**config.mk**
```make
export PLATFORM = sky130hd
export DESIGN_NAME = axi4_s_w_flat
export DESIGN_NICKNAME = d
export VERILOG_FILES = /design/src/rtl/axi4_s_w_if.sv /design/src/rtl/axi4_s_w.sv /design/src/flat_wrapper.sv
export SDC_FILE = /design/constraint.sdc
export NUM_CORES = 2
export LEC_CHECK = 0
export BUFFER_PORTS_ARGS = -buffer_cell sky130_fd_sc_hd__clkbuf_2
export CORE_ASPECT_RATIO = 0.8
export CORE_MARGIN = 5
export CORE_UTILIZATION = 35
export CTS_CLUSTER_DIAMETER = 50
export DETAILED_ROUTE_END_ITERATION = 8
export GPL_TIMING_DRIVEN = 0
export SLEW_MARGIN = 20
export SYNTH_ARGS = -nofsm -noshare
export SYNTH_HDL_FRONTEND = slang
export SYNTH_MEMORY_MAX_BITS = 65536
export SYNTH_SLANG_ARGS = --single-unit
```
**constraint.sdc**
```tcl
create_clock -name i_clk -period 22.3 [get_ports i_clk]
set_clock_uncertainty 0.05 [all_clocks]
set_input_delay 1.115 -clock i_clk [delete_from_list [all_inputs] [get_ports i_clk]]
set_output_delay 1.115 -clock i_clk [all_outputs]
set_load 0.02 [all_outputs]
```
**src/rtl/axi4_s_w_if.sv**
```systemverilog
// ============================================================================
// Module      : axi4_s_w_if
// Description : AXI4 write-channel bundle (AW, W, B) between the bridge's
//               write master and the axi4_s_w terminating slave.
// Revision    : 1.0 - initial release
// ============================================================================
`default_nettype none

interface axi4_s_w_if #(
  parameter int TAGW = 3,
  parameter int ADRW = 32,
  parameter int DATW = 256,
  parameter int STBW = DATW / 8
);

  // Write address channel
  logic [TAGW-1:0] awid;
  logic [ADRW-1:0] awaddr;
  logic [7:0]      awlen;
  logic [2:0]      awsize;
  logic [1:0]      awburst;
  logic            awvalid;
  logic            awready;

  // Write data channel
  logic [DATW-1:0] wdata;
  logic [STBW-1:0] wstrb;
  logic            wlast;
  logic            wvalid;
  logic            wready;

  // Write response channel
  logic [TAGW-1:0] bid;
  logic [1:0]      bresp;
  logic            bvalid;
  logic            bready;

  modport master (
    output awid, awaddr, awlen, awsize, awburst, awvalid,
    input  awready,
    output wdata, wstrb, wlast, wvalid,
    input  wready,
    input  bid, bresp, bvalid,
    output bready
  );

  modport slave (
    input  awid, awaddr, awlen, awsize, awburst, awvalid,
    output awready,
    input  wdata, wstrb, wlast, wvalid,
    output wready,
    output bid, bresp, bvalid,
    input  bready
  );

endinterface

`default_nettype wire

```
**src/rtl/axi4_s_w.sv**
```systemverilog
// ============================================================================
// Module      : axi4_s_w
// Description : AXI4 write slave. Accepts one AW, buffers the W beats (data
//               and strobes), presents a burst descriptor with a synchronous
//               random-access beat read port, and returns B only after the
//               consumer takes the descriptor. One burst in flight at a time.
//               Optional macro AXI4_S_W_WLAST_CHECK_EN flags wlast/len
//               disagreement as a burst error.
// Revision    : 1.0 - initial release
// ============================================================================
`default_nettype none

module axi4_s_w #(
  parameter int TAGW = 3,
  parameter int ADRW = 32,
  parameter int DATW = 256,
  parameter int STBW = DATW / 8,
  parameter int NBUF = 16,
  parameter int IDXW = $clog2(NBUF)
) (
  input  wire logic            i_clk,
  input  wire logic            i_rst,
  axi4_s_w_if.slave            s,
  output logic [ADRW-1:0]      o_desc_addr,
  output logic [7:0]           o_desc_len,
  output logic [2:0]           o_desc_size,
  output logic                 o_desc_err,
  output logic                 o_desc_valid,
  input  wire logic            i_desc_ready,
  input  wire logic [IDXW-1:0] i_rd_idx,
  output logic [DATW-1:0]      o_rd_data,
  output logic [STBW-1:0]      o_rd_strb
);

  localparam logic [8:0] C_NBUF = 9'(NBUF);

  typedef enum logic [1:0] {
    ST_IDLE = 2'd0,
    ST_DATA = 2'd1,
    ST_DESC = 2'd2,
    ST_RESP = 2'd3
  } state_t;

  state_t          r_state;
  state_t          w_state_nxt;

  logic [TAGW-1:0] r_id;
  logic [ADRW-1:0] r_addr;
  logic [7:0]      r_len;
  logic [2:0]      r_size;
  logic            r_err;
  logic [8:0]      r_cnt;      // 9 bits so a 256-beat burst never wraps

  logic [DATW-1:0] r_mem      [NBUF];
  logic [STBW-1:0] r_mem_strb [NBUF];
  logic [NBUF-1:0] r_vld;      // entry written since reset; unwritten reads give 0
  logic [DATW-1:0] r_rd_data;
  logic [STBW-1:0] r_rd_strb;

  logic            w_awready;
  logic            w_wready;
  logic            w_desc_valid;
  logic            w_bvalid;
  logic            w_aw_acc;
  logic            w_w_acc;
  logic            w_last;
  logic            w_in_range;
  logic            w_err_set;
  logic [IDXW-1:0] w_wr_idx;
  logic            w_unused;

  // Handshakes qualified by state; reset suppresses any acceptance
  assign w_aw_acc   = s.awvalid & (r_state == ST_IDLE) & ~i_rst;
  assign w_w_acc    = s.wvalid  & (r_state == ST_DATA) & ~i_rst;
  assign w_last     = (r_cnt == {1'b0, r_len});
  assign w_in_range = (r_cnt < C_NBUF);
  assign w_wr_idx   = r_cnt[IDXW-1:0];

`ifdef AXI4_S_W_WLAST_CHECK_EN
  // Beyond-buffer beats, and wlast disagreeing with the length count, are errors
  assign w_err_set  = ~w_in_range | (s.wlast != w_last);
`else
  // Only beats beyond the buffer are errors; wlast plays no part
  assign w_err_set  = ~w_in_range;
`endif

  // awburst is carried on the bus but deliberately not used
  assign w_unused   = ^{s.awburst, s.wlast};

  // State register
  always_ff @(posedge i_clk) begin
    if (i_rst) begin
      r_state <= ST_IDLE;
    end else begin
      r_state <= w_state_nxt;
    end
  end

  // Next-state and per-state handshake outputs
  always_comb begin
    w_state_nxt  = r_state;
    w_awready    = 1'b0;
    w_wready     = 1'b0;
    w_desc_valid = 1'b0;
    w_bvalid     = 1'b0;
    case (r_state)
      ST_IDLE: begin
        w_awready = ~i_rst;
        if (s.awvalid) w_state_nxt = ST_DATA;
      end
      ST_DATA: begin
        w_wready = 1'b1;
        if (s.wvalid && w_last) w_state_nxt = ST_DESC;
      end
      ST_DESC: begin
        w_desc_valid = 1'b1;
        if (i_desc_ready) w_state_nxt = ST_RESP;
      end
      ST_RESP: begin
        w_bvalid = 1'b1;
        if (s.bready) w_state_nxt = ST_IDLE;
      end
      default: w_state_nxt = ST_IDLE;
    endcase
  end

  // Burst capture, beat counting and error accumulation
  always_ff @(posedge i_clk) begin
    if (i_rst) begin
      r_id   <= '0;
      r_addr <= '0;
      r_len  <= '0;
      r_size <= '0;
      r_cnt  <= '0;
      r_err  <= 1'b0;
    end else if (w_aw_acc) begin
      r_id   <= s.awid;
      r_addr <= s.awaddr;
      r_len  <= s.awlen;
      r_size <= s.awsize;
      r_cnt  <= '0;
      r_err  <= 1'b0;
    end else if (w_w_acc) begin
      r_cnt <= r_cnt + 9'd1;
      if (w_err_set) r_err <= 1'b1;
    end
  end

`ifdef AXI4_S_W_WLAST_CHECK_EN
  // Report wlast/length disagreement as it is accepted
  always_ff @(posedge i_clk) begin
    if (w_w_acc && (s.wlast != w_last)) begin
      $error("axi4_s_w: wlast mismatch at beat %0d of burst at address 0x%h", r_cnt, r_addr);
    end
  end
`endif

  // Beat storage; no reset so it can map onto RAM
  always_ff @(posedge i_clk) begin
    if (w_w_acc && w_in_range) begin
      r_mem[w_wr_idx]      <= s.wdata;
      r_mem_strb[w_wr_idx] <= s.wstrb;
    end
  end

  // Written-entry flags, cleared only by reset
  always_ff @(posedge i_clk) begin
    if (i_rst) begin
      r_vld <= '0;
    end else if (w_w_acc && w_in_range) begin
      r_vld[w_wr_idx] <= 1'b1;
    end
  end

  // Registered beat read port
  always_ff @(posedge i_clk) begin
    if (i_rst) begin
      r_rd_data <= '0;
      r_rd_strb <= '0;
    end else if (r_vld[i_rd_idx]) begin
      r_rd_data <= r_mem[i_rd_idx];
      r_rd_strb <= r_mem_strb[i_rd_idx];
    end else begin
      r_rd_data <= '0;
      r_rd_strb <= '0;
    end
  end

  assign s.awready    = w_awready;
  assign s.wready     = w_wready;
  assign s.bvalid     = w_bvalid;
  assign s.bid        = r_id;
  assign s.bresp      = r_err ? 2'b10 : 2'b00;

  assign o_desc_valid = w_desc_valid;
  assign o_desc_addr  = r_addr;
  assign o_desc_len   = r_len;
  assign o_desc_size  = r_size;
  assign o_desc_err   = r_err;
  assign o_rd_data    = r_rd_data;
  assign o_rd_strb    = r_rd_strb;

endmodule

`default_nettype wire

```
**src/flat_wrapper.sv**
```systemverilog
// flat-port wrapper written by rule: the top's interface ports become plain ports
module axi4_s_w_flat 
#(
  parameter int TAGW = 3,
  parameter int ADRW = 32,
  parameter int DATW = 256,
  parameter int STBW = DATW / 8,
  parameter int NBUF = 16,
  parameter int IDXW = $clog2(NBUF)
)
  (i_clk, i_rst, o_desc_addr, o_desc_len, o_desc_size, o_desc_err, o_desc_valid, i_desc_ready, i_rd_idx, o_rd_data, o_rd_strb, s_awid, s_awaddr, s_awlen, s_awsize, s_awburst, s_awvalid, s_awready, s_wdata, s_wstrb, s_wlast, s_wvalid, s_wready, s_bid, s_bresp, s_bvalid, s_bready);
  axi4_s_w_if #(.TAGW(TAGW), .ADRW(ADRW), .DATW(DATW), .STBW(STBW)) s_i ();
  input  wire logic i_clk;
  input  wire logic i_rst;
  output logic [ADRW-1:0] o_desc_addr;
  output logic [7:0] o_desc_len;
  output logic [2:0] o_desc_size;
  output logic o_desc_err;
  output logic o_desc_valid;
  input  wire logic i_desc_ready;
  input  wire logic [IDXW-1:0] i_rd_idx;
  output logic [DATW-1:0] o_rd_data;
  output logic [STBW-1:0] o_rd_strb;
  input wire logic [$bits(s_i.awid)-1:0] s_awid;
  input wire logic [$bits(s_i.awaddr)-1:0] s_awaddr;
  input wire logic [$bits(s_i.awlen)-1:0] s_awlen;
  input wire logic [$bits(s_i.awsize)-1:0] s_awsize;
  input wire logic [$bits(s_i.awburst)-1:0] s_awburst;
  input wire logic [$bits(s_i.awvalid)-1:0] s_awvalid;
  output wire logic [$bits(s_i.awready)-1:0] s_awready;
  input wire logic [$bits(s_i.wdata)-1:0] s_wdata;
  input wire logic [$bits(s_i.wstrb)-1:0] s_wstrb;
  input wire logic [$bits(s_i.wlast)-1:0] s_wlast;
  input wire logic [$bits(s_i.wvalid)-1:0] s_wvalid;
  output wire logic [$bits(s_i.wready)-1:0] s_wready;
  output wire logic [$bits(s_i.bid)-1:0] s_bid;
  output wire logic [$bits(s_i.bresp)-1:0] s_bresp;
  output wire logic [$bits(s_i.bvalid)-1:0] s_bvalid;
  input wire logic [$bits(s_i.bready)-1:0] s_bready;
  assign s_i.awid = s_awid;
  assign s_i.awaddr = s_awaddr;
  assign s_i.awlen = s_awlen;
  assign s_i.awsize = s_awsize;
  assign s_i.awburst = s_awburst;
  assign s_i.awvalid = s_awvalid;
  assign s_awready = s_i.awready;
  assign s_i.wdata = s_wdata;
  assign s_i.wstrb = s_wstrb;
  assign s_i.wlast = s_wlast;
  assign s_i.wvalid = s_wvalid;
  assign s_wready = s_i.wready;
  assign s_bid = s_i.bid;
  assign s_bresp = s_i.bresp;
  assign s_bvalid = s_i.bvalid;
  assign s_i.bready = s_bready;
  axi4_s_w #(.TAGW(TAGW), .ADRW(ADRW), .DATW(DATW), .STBW(STBW), .NBUF(NBUF), .IDXW(IDXW)) u_core (.i_clk(i_clk), .i_rst(i_rst), .s(s_i), .o_desc_addr(o_desc_addr), .o_desc_len(o_desc_len), .o_desc_size(o_desc_size), .o_desc_err(o_desc_err), .o_desc_valid(o_desc_valid), .i_desc_ready(i_desc_ready), .i_rd_idx(i_rd_idx), .o_rd_data(o_rd_data), .o_rd_strb(o_rd_strb));
endmodule
```
Yosys cells after proc, flatten, opt, wreduce, memory -nomap -nowiden. Memory sizes are Yosys's and may differ from the RTL's. A register that Yosys moved wholly into a read port is not among the register bits. Index checks and enable logic that the tools add are counted. W data, S select, Z words.

Add/sub/neg operators: 1. $lt $le $gt $ge: 4. Eq/ne operators: 8. Muxes and demuxes: 16. Bitwise gates (word level): 8. Reductions and logical operators: 8.

Operators with widths (count): $or A16 B16 Y16 (1); $lt A4 B5 Y1 const B (2); $mux W2 (5); $add A9 B1 Y9 const B (1); $eq A9 B8 Y1 (1); $lt A9 B5 Y1 const B (1); $mux W1 (8); $ne A2 B2 Y1 const B (4); $pmux W2 S4 (1); $and A1 B1 Y1 (4); $bmux W1 S4 (1); $demux W1 S4 (1); $eq A2 B2 Y1 const B (2); $ge A4 B1 Y1 const B (1); $reduce_and A4 Y1 (1); $reduce_or A2 Y1 (2); $logic_and A1 B1 Y1 (3); $not A1 Y1 (3); $eq A2 B1 Y1 const B (1); $logic_not A2 Y1 (1); $reduce_and A2 Y1 (1).

Register bits after elaboration: 74. Bits in writable memories: 4608. Input bits: 347. Word-level logic and storage cells: 55. Memories kept: 2.

Memories: u_core.r_mem (words 16, width 256, rd ports 1, clocked after Yosys merged registers in 1, write ports 1, line axi4_s_w.sv:54) `logic [DATW-1:0] r_mem [NBUF];`; u_core.r_mem_strb (words 16, width 32, rd ports 1, clocked after Yosys merged registers in 1, write ports 1, line axi4_s_w.sv:55) `logic [STBW-1:0] r_mem_strb [NBUF];`.

Longest topological paths before layout.
Word-level depth: 6. Depth in mapped cells: 9. Depth with buffers taken out: 7.

Least setup slack after synthesis. Ideal clock, no wire load.

Kind: in2reg. Start: in i_rst. End: mem u_core.r_mem[3][0], enable pin. Arrival: 21.445 ns. Required time: 20.960 ns. Setup slack: -0.484 ns. Stages on the path: 6. Path buffers: 2. Path through: clkbuf_1 > nand3b_1 > nor3_1 > clkbuf_1 > nand2_1 > nor3_1.

Longest elaborated chain between the ends: 5.

RTL lines: start, declared (line flat_wrapper.sv:14) `input wire logic i_rst;`; $not A1 Y1 (line axi4_s_w.sv:74) `assign w_w_acc = s.wvalid & (r_state == ST_DATA) & ~i_rst;`; $and A1 B1 Y1 (line axi4_s_w.sv:74); $logic_and A1 B1 Y1 (line axi4_s_w.sv:160) `if (w_w_acc && w_in_range) begin`; $mux W1 (line axi4_s_w.sv:160); $mux W1 (implied by the code) (line axi4_s_w.sv:161) `r_mem[w_wr_idx] <= s.wdata;`; end, declared (line axi4_s_w.sv:54).

Every way passes these cells.

Worst setup path in the final report.
Start: reg u_core.r_cnt[5]. End: mem u_core.r_mem[2][145], enable pin.

Longest elaborated chain between the ends: 4.

RTL lines: start, declared (line axi4_s_w.sv:52) `logic [8:0] r_cnt;`; start signal, assigned (line axi4_s_w.sv:144) `r_cnt <= r_cnt + 9'd1;`; $lt A9 B5 Y1 (line axi4_s_w.sv:76) `assign w_in_range = (r_cnt < C_NBUF);`; $logic_and A1 B1 Y1 (line axi4_s_w.sv:160); $mux W1 (line axi4_s_w.sv:160); $mux W1 (implied by the code) (line axi4_s_w.sv:161).

Every way passes these cells.

==> results.yml <==
timing:
  worst_slew_pin_slew_ns: 1.18
  fmaxAchievable_mhz: 204
  relSlewSlack_pct: 21.4
  whs_ns: 0.220
  setup_viol: 0
  rsz0062_at_grt: "false"
  hold_viol: 0
  setup_tns_ns: 0
  fin_crit_sh_pct: 22.0
  post-route-min-period_ns: 4.91
  finalMaxSlewViolations: 0
final_layout:
  finalInstanceArea_sq_um: 221000
  final_core_util_pct: 42.4
  drive_above_1_share_pct: 37.9
  area_growth_pct: 20.9
  finalNetCount: 9244
  final_common_cell: "edfxtp_1"
  fillers: 43900
  layout_common_cells: "edfxtp_1 (4608), mux4_2 (1445), clkbuf_2 (719), clkbuf_16 (536), dfxtp_1 (362)"
floorplan:
  die_h_um: 657
  die_area_sq_um: 537000
  dieWidth_um: 818
  io_pins: 688
  std_cell_rows: 237
  initial_utilization_pct: 35.1
  core_sq_um: 521000
placement:
  io_buffers: 679
  place.gp.congestion: 0.753
  placed_cell_area_sq_um: 204000
  dp_hpwl_mm: 331
synth:
  synth_top_family_by_area: "multiplexers"
  synth.mux.area_fraction_pct: 17.8
  synth-simple-area-share_pct: 1.17
  avgSynthCellArea_sq_um: 25.2
  synth_nets: 7614
  postSynth.asyncResetShare_pct: 0
  synthCells: 7258
  yosys_warnings: 0
  synth_xor_area_share_pct: 0.0766
  ys_seq_area_share_pct: 79.6
  ys_ff_latch: 4970
  synth_compound_area_share_pct: 0.316
  netlist_area_sq_um: 183000
  ys.flop_type: "edfxtp_1"
  synth-adder-area-share_pct: 0.0616
  yosysUniqueCellTypes: 35
  synth-edff-count: 4608
routing:
  drt.antenna.violating_nets: 0
  drtPass1Iterations: 7
  initialDrtViolationCount: 9280
  drc_errors: 0
  vias: 85900
  drt_wl_total_mm: 498
  vias_per_cell: 5.27
  wl_per_cell_um: 30.6
cts:
  clockBufferDepth: 4
  clock-sinks: 4970
  holdBufCountCts: 0
  clock_latency_ns: 1.05
  cts_made_buffers: 529
  post_cts_buffers: 0
  cts_tree: "done"
  htreeDepth: 6
  clockRootBuffer: "clkbuf_16"
  cts_resized: 0
  path_clk_slew_ns: 0.06
grt:
  track_usage_pct: 18.2
  first_global_vias: 88900
  grt-ovfl-total: 0
  antenna_found_initial: 132
  grt_pass1_wl_mm: 697
  grt_max_degree: 20
worst_setup_path:
  cp_common_cell: "buf_8"
  path_max_fanout: 10
  r2r-end: "u_core.r_mem[2][145]"
  startpoint_type: "flip-flop"
  rr_startpoint: "u_core.r_cnt[5]"
  critPathKind: "reg2reg"
  slowest_delay_ns: 0.53
  critPathRequiredTime_ns: 22.96
  cp_slowest_cell: "or4_1"
  crit_arrival_ns: 5.57
  crit_chain: "or4_1, nor3_1, clkbuf_1, nand2_1, nor3_4, buf_8, buf_16, buf_8, buf_8, buf_8, buf_16, buf_8, buf_16, buf_6, buf_8, buf_8"
  end_kind: "flip-flop"
  rrSetupSlack_ns: 17.39
  worst-r2r-cell-count: 16
min_path:
  min_to: "u_core.o_desc_len[6]"
  hold_depth: 2
  hold_start: "s_awlen[6]"
  hp-class: "in2reg"
power_and_ir_drop:
  ir_drop_mv: 0.0842
  leakage_nw: 70.5
  total_power_mw: 19.9
  cellPowerDensity_nw_per_um2: 89.9
job:
  maxCapViolations: 0
status:
  outcome: "finished clean"
[metal layers]
layer / global-route usage [%] / vias up / routed length (um)
met5: 0 / - / 367
met4: 4.82 / 54 / 13200
met3: 3.66 / 820 / 35700
met2: 30.9 / 3564 / 252000
met1: 23.8 / 46800 / 196000
li1: - / 34600 / -
[final cells by class]
class / count / area (sq um) / area share, %
clock buffers: 688 / 14200 / 6.43
repair buffers: 1099 / 12000 / 5.41
flip-flops and latches: 4970 / 146000 / 65.9
inverters: 8 / 30.0 / 0.0136
well taps: 6931 / 8670 / 3.92
multi-input cells: 1908 / 35700 / 16.1
clock inverters: 272 / 3040 / 1.38
plain buffers: 372 / 1820 / 0.822
diodes: 40 / 100 / 0.0453
[registers in the layout, indices dropped and copies added (netlist names), 8 cells and up]
| register | count |
|---|---|
| u_core.r_mem | 4096 |
| u_core.r_cnt | 9 |
| u_core.o_desc_addr | 32 |
| u_core.o_rd_strb | 32 |
| u_core.o_desc_len | 8 |
| u_core.r_vld | 16 |
| u_core.o_rd_data | 256 |
| u_core.r_mem_strb | 512 |
[per-stage QoR]
step / std cells / setup slack (ns)
2_1_floorplan: 7258 / 7.25
3_3_place_gp: 14900 / -13.05
3_5_place_dp: 15300 / 16.73
4_1_cts: 16200 / 17.38
5_1_grt: 16300 / 17.18
6_report: 16300 / 17.39
[cells in the mapped netlist, types with 2 or more instances]
master | instances | area, sq um
edfxtp_1 | 4608 | 138000
mux4_2 | 1445 | 32500
dfxtp_1 | 362 | 7250
nor2b_1 | 290 | 1810
clkbuf_1 | 183 | 687
buf_2 | 128 | 641
a22o_1 | 46 | 403
nor2_1 | 42 | 158
buf_4 | 25 | 188
buf_1 | 22 | 82.6
a31oi_1 | 16 | 100
buf_6 | 14 | 158
xnor2_1 | 10 | 87.6
ha_1 | 9 | 113
nand2_1 | 9 | 33.8
inv_1 | 8 | 30.0
xor2_1 | 6 | 52.6
nor3_1 | 5 | 25.0
nand2b_1 | 4 | 25.0
nand3_1 | 3 | 15.0
o21ai_0 | 3 | 15.0
a21oi_1 | 2 | 10.0
and2_1 | 2 | 12.5
and3_1 | 2 | 12.5
nand3b_1 | 2 | 15.0
nand4_1 | 2 | 12.5
o41ai_1 | 2 | 17.5
[cells by family (layout without fill, tap and decap cells)]
| logic type | after synthesis | count (layout) |
|---|---|---|
| other | 1 | 41 |
| buffers and inverters | 380 | 2439 |
| AO/OA/AOI/OAI | 73 | 73 |
| multiplexers | 1445 | 1445 |
| AND/OR/NAND/NOR | 364 | 364 |
| adder cells (fa/ha/maj) | 9 | 9 |
| XOR/XNOR | 16 | 16 |
| flip-flops | 4970 | 4970 |
[how the worst max path moves through the flow]
stage / endpoint / from / cells past startpoint / slack (ns)
after floorplan: u_core.r_mem[11][0] / i_rst / 6 / 7.25
after global placement: u_core.r_mem[6][146] / i_rst / 6 / -13.05
after detailed placement: u_core.r_mem[2][145] / i_rst / 17 / 16.73
after CTS: u_core.r_mem[2][145] / u_core.r_cnt[5] / 16 / 17.38
after global routing: u_core.r_mem[2][146] / u_core.r_state[1] / 18 / 17.18
final: u_core.r_mem[2][145] / u_core.r_cnt[5] / 16 / 17.39
[worst max-delay path: cells and delay by family, from the launching register on]
kind          cells  cell delay, ns
simple gates      4            1.63
flops             1            0.36
buf+inv          12            2.43
[report_power, final]
part	internal, mW	switching, mW
sequential	10.3	0.0255
combinational	0.403	0.538
clock	4.92	3.74
(Power assumes the default switching activity.)
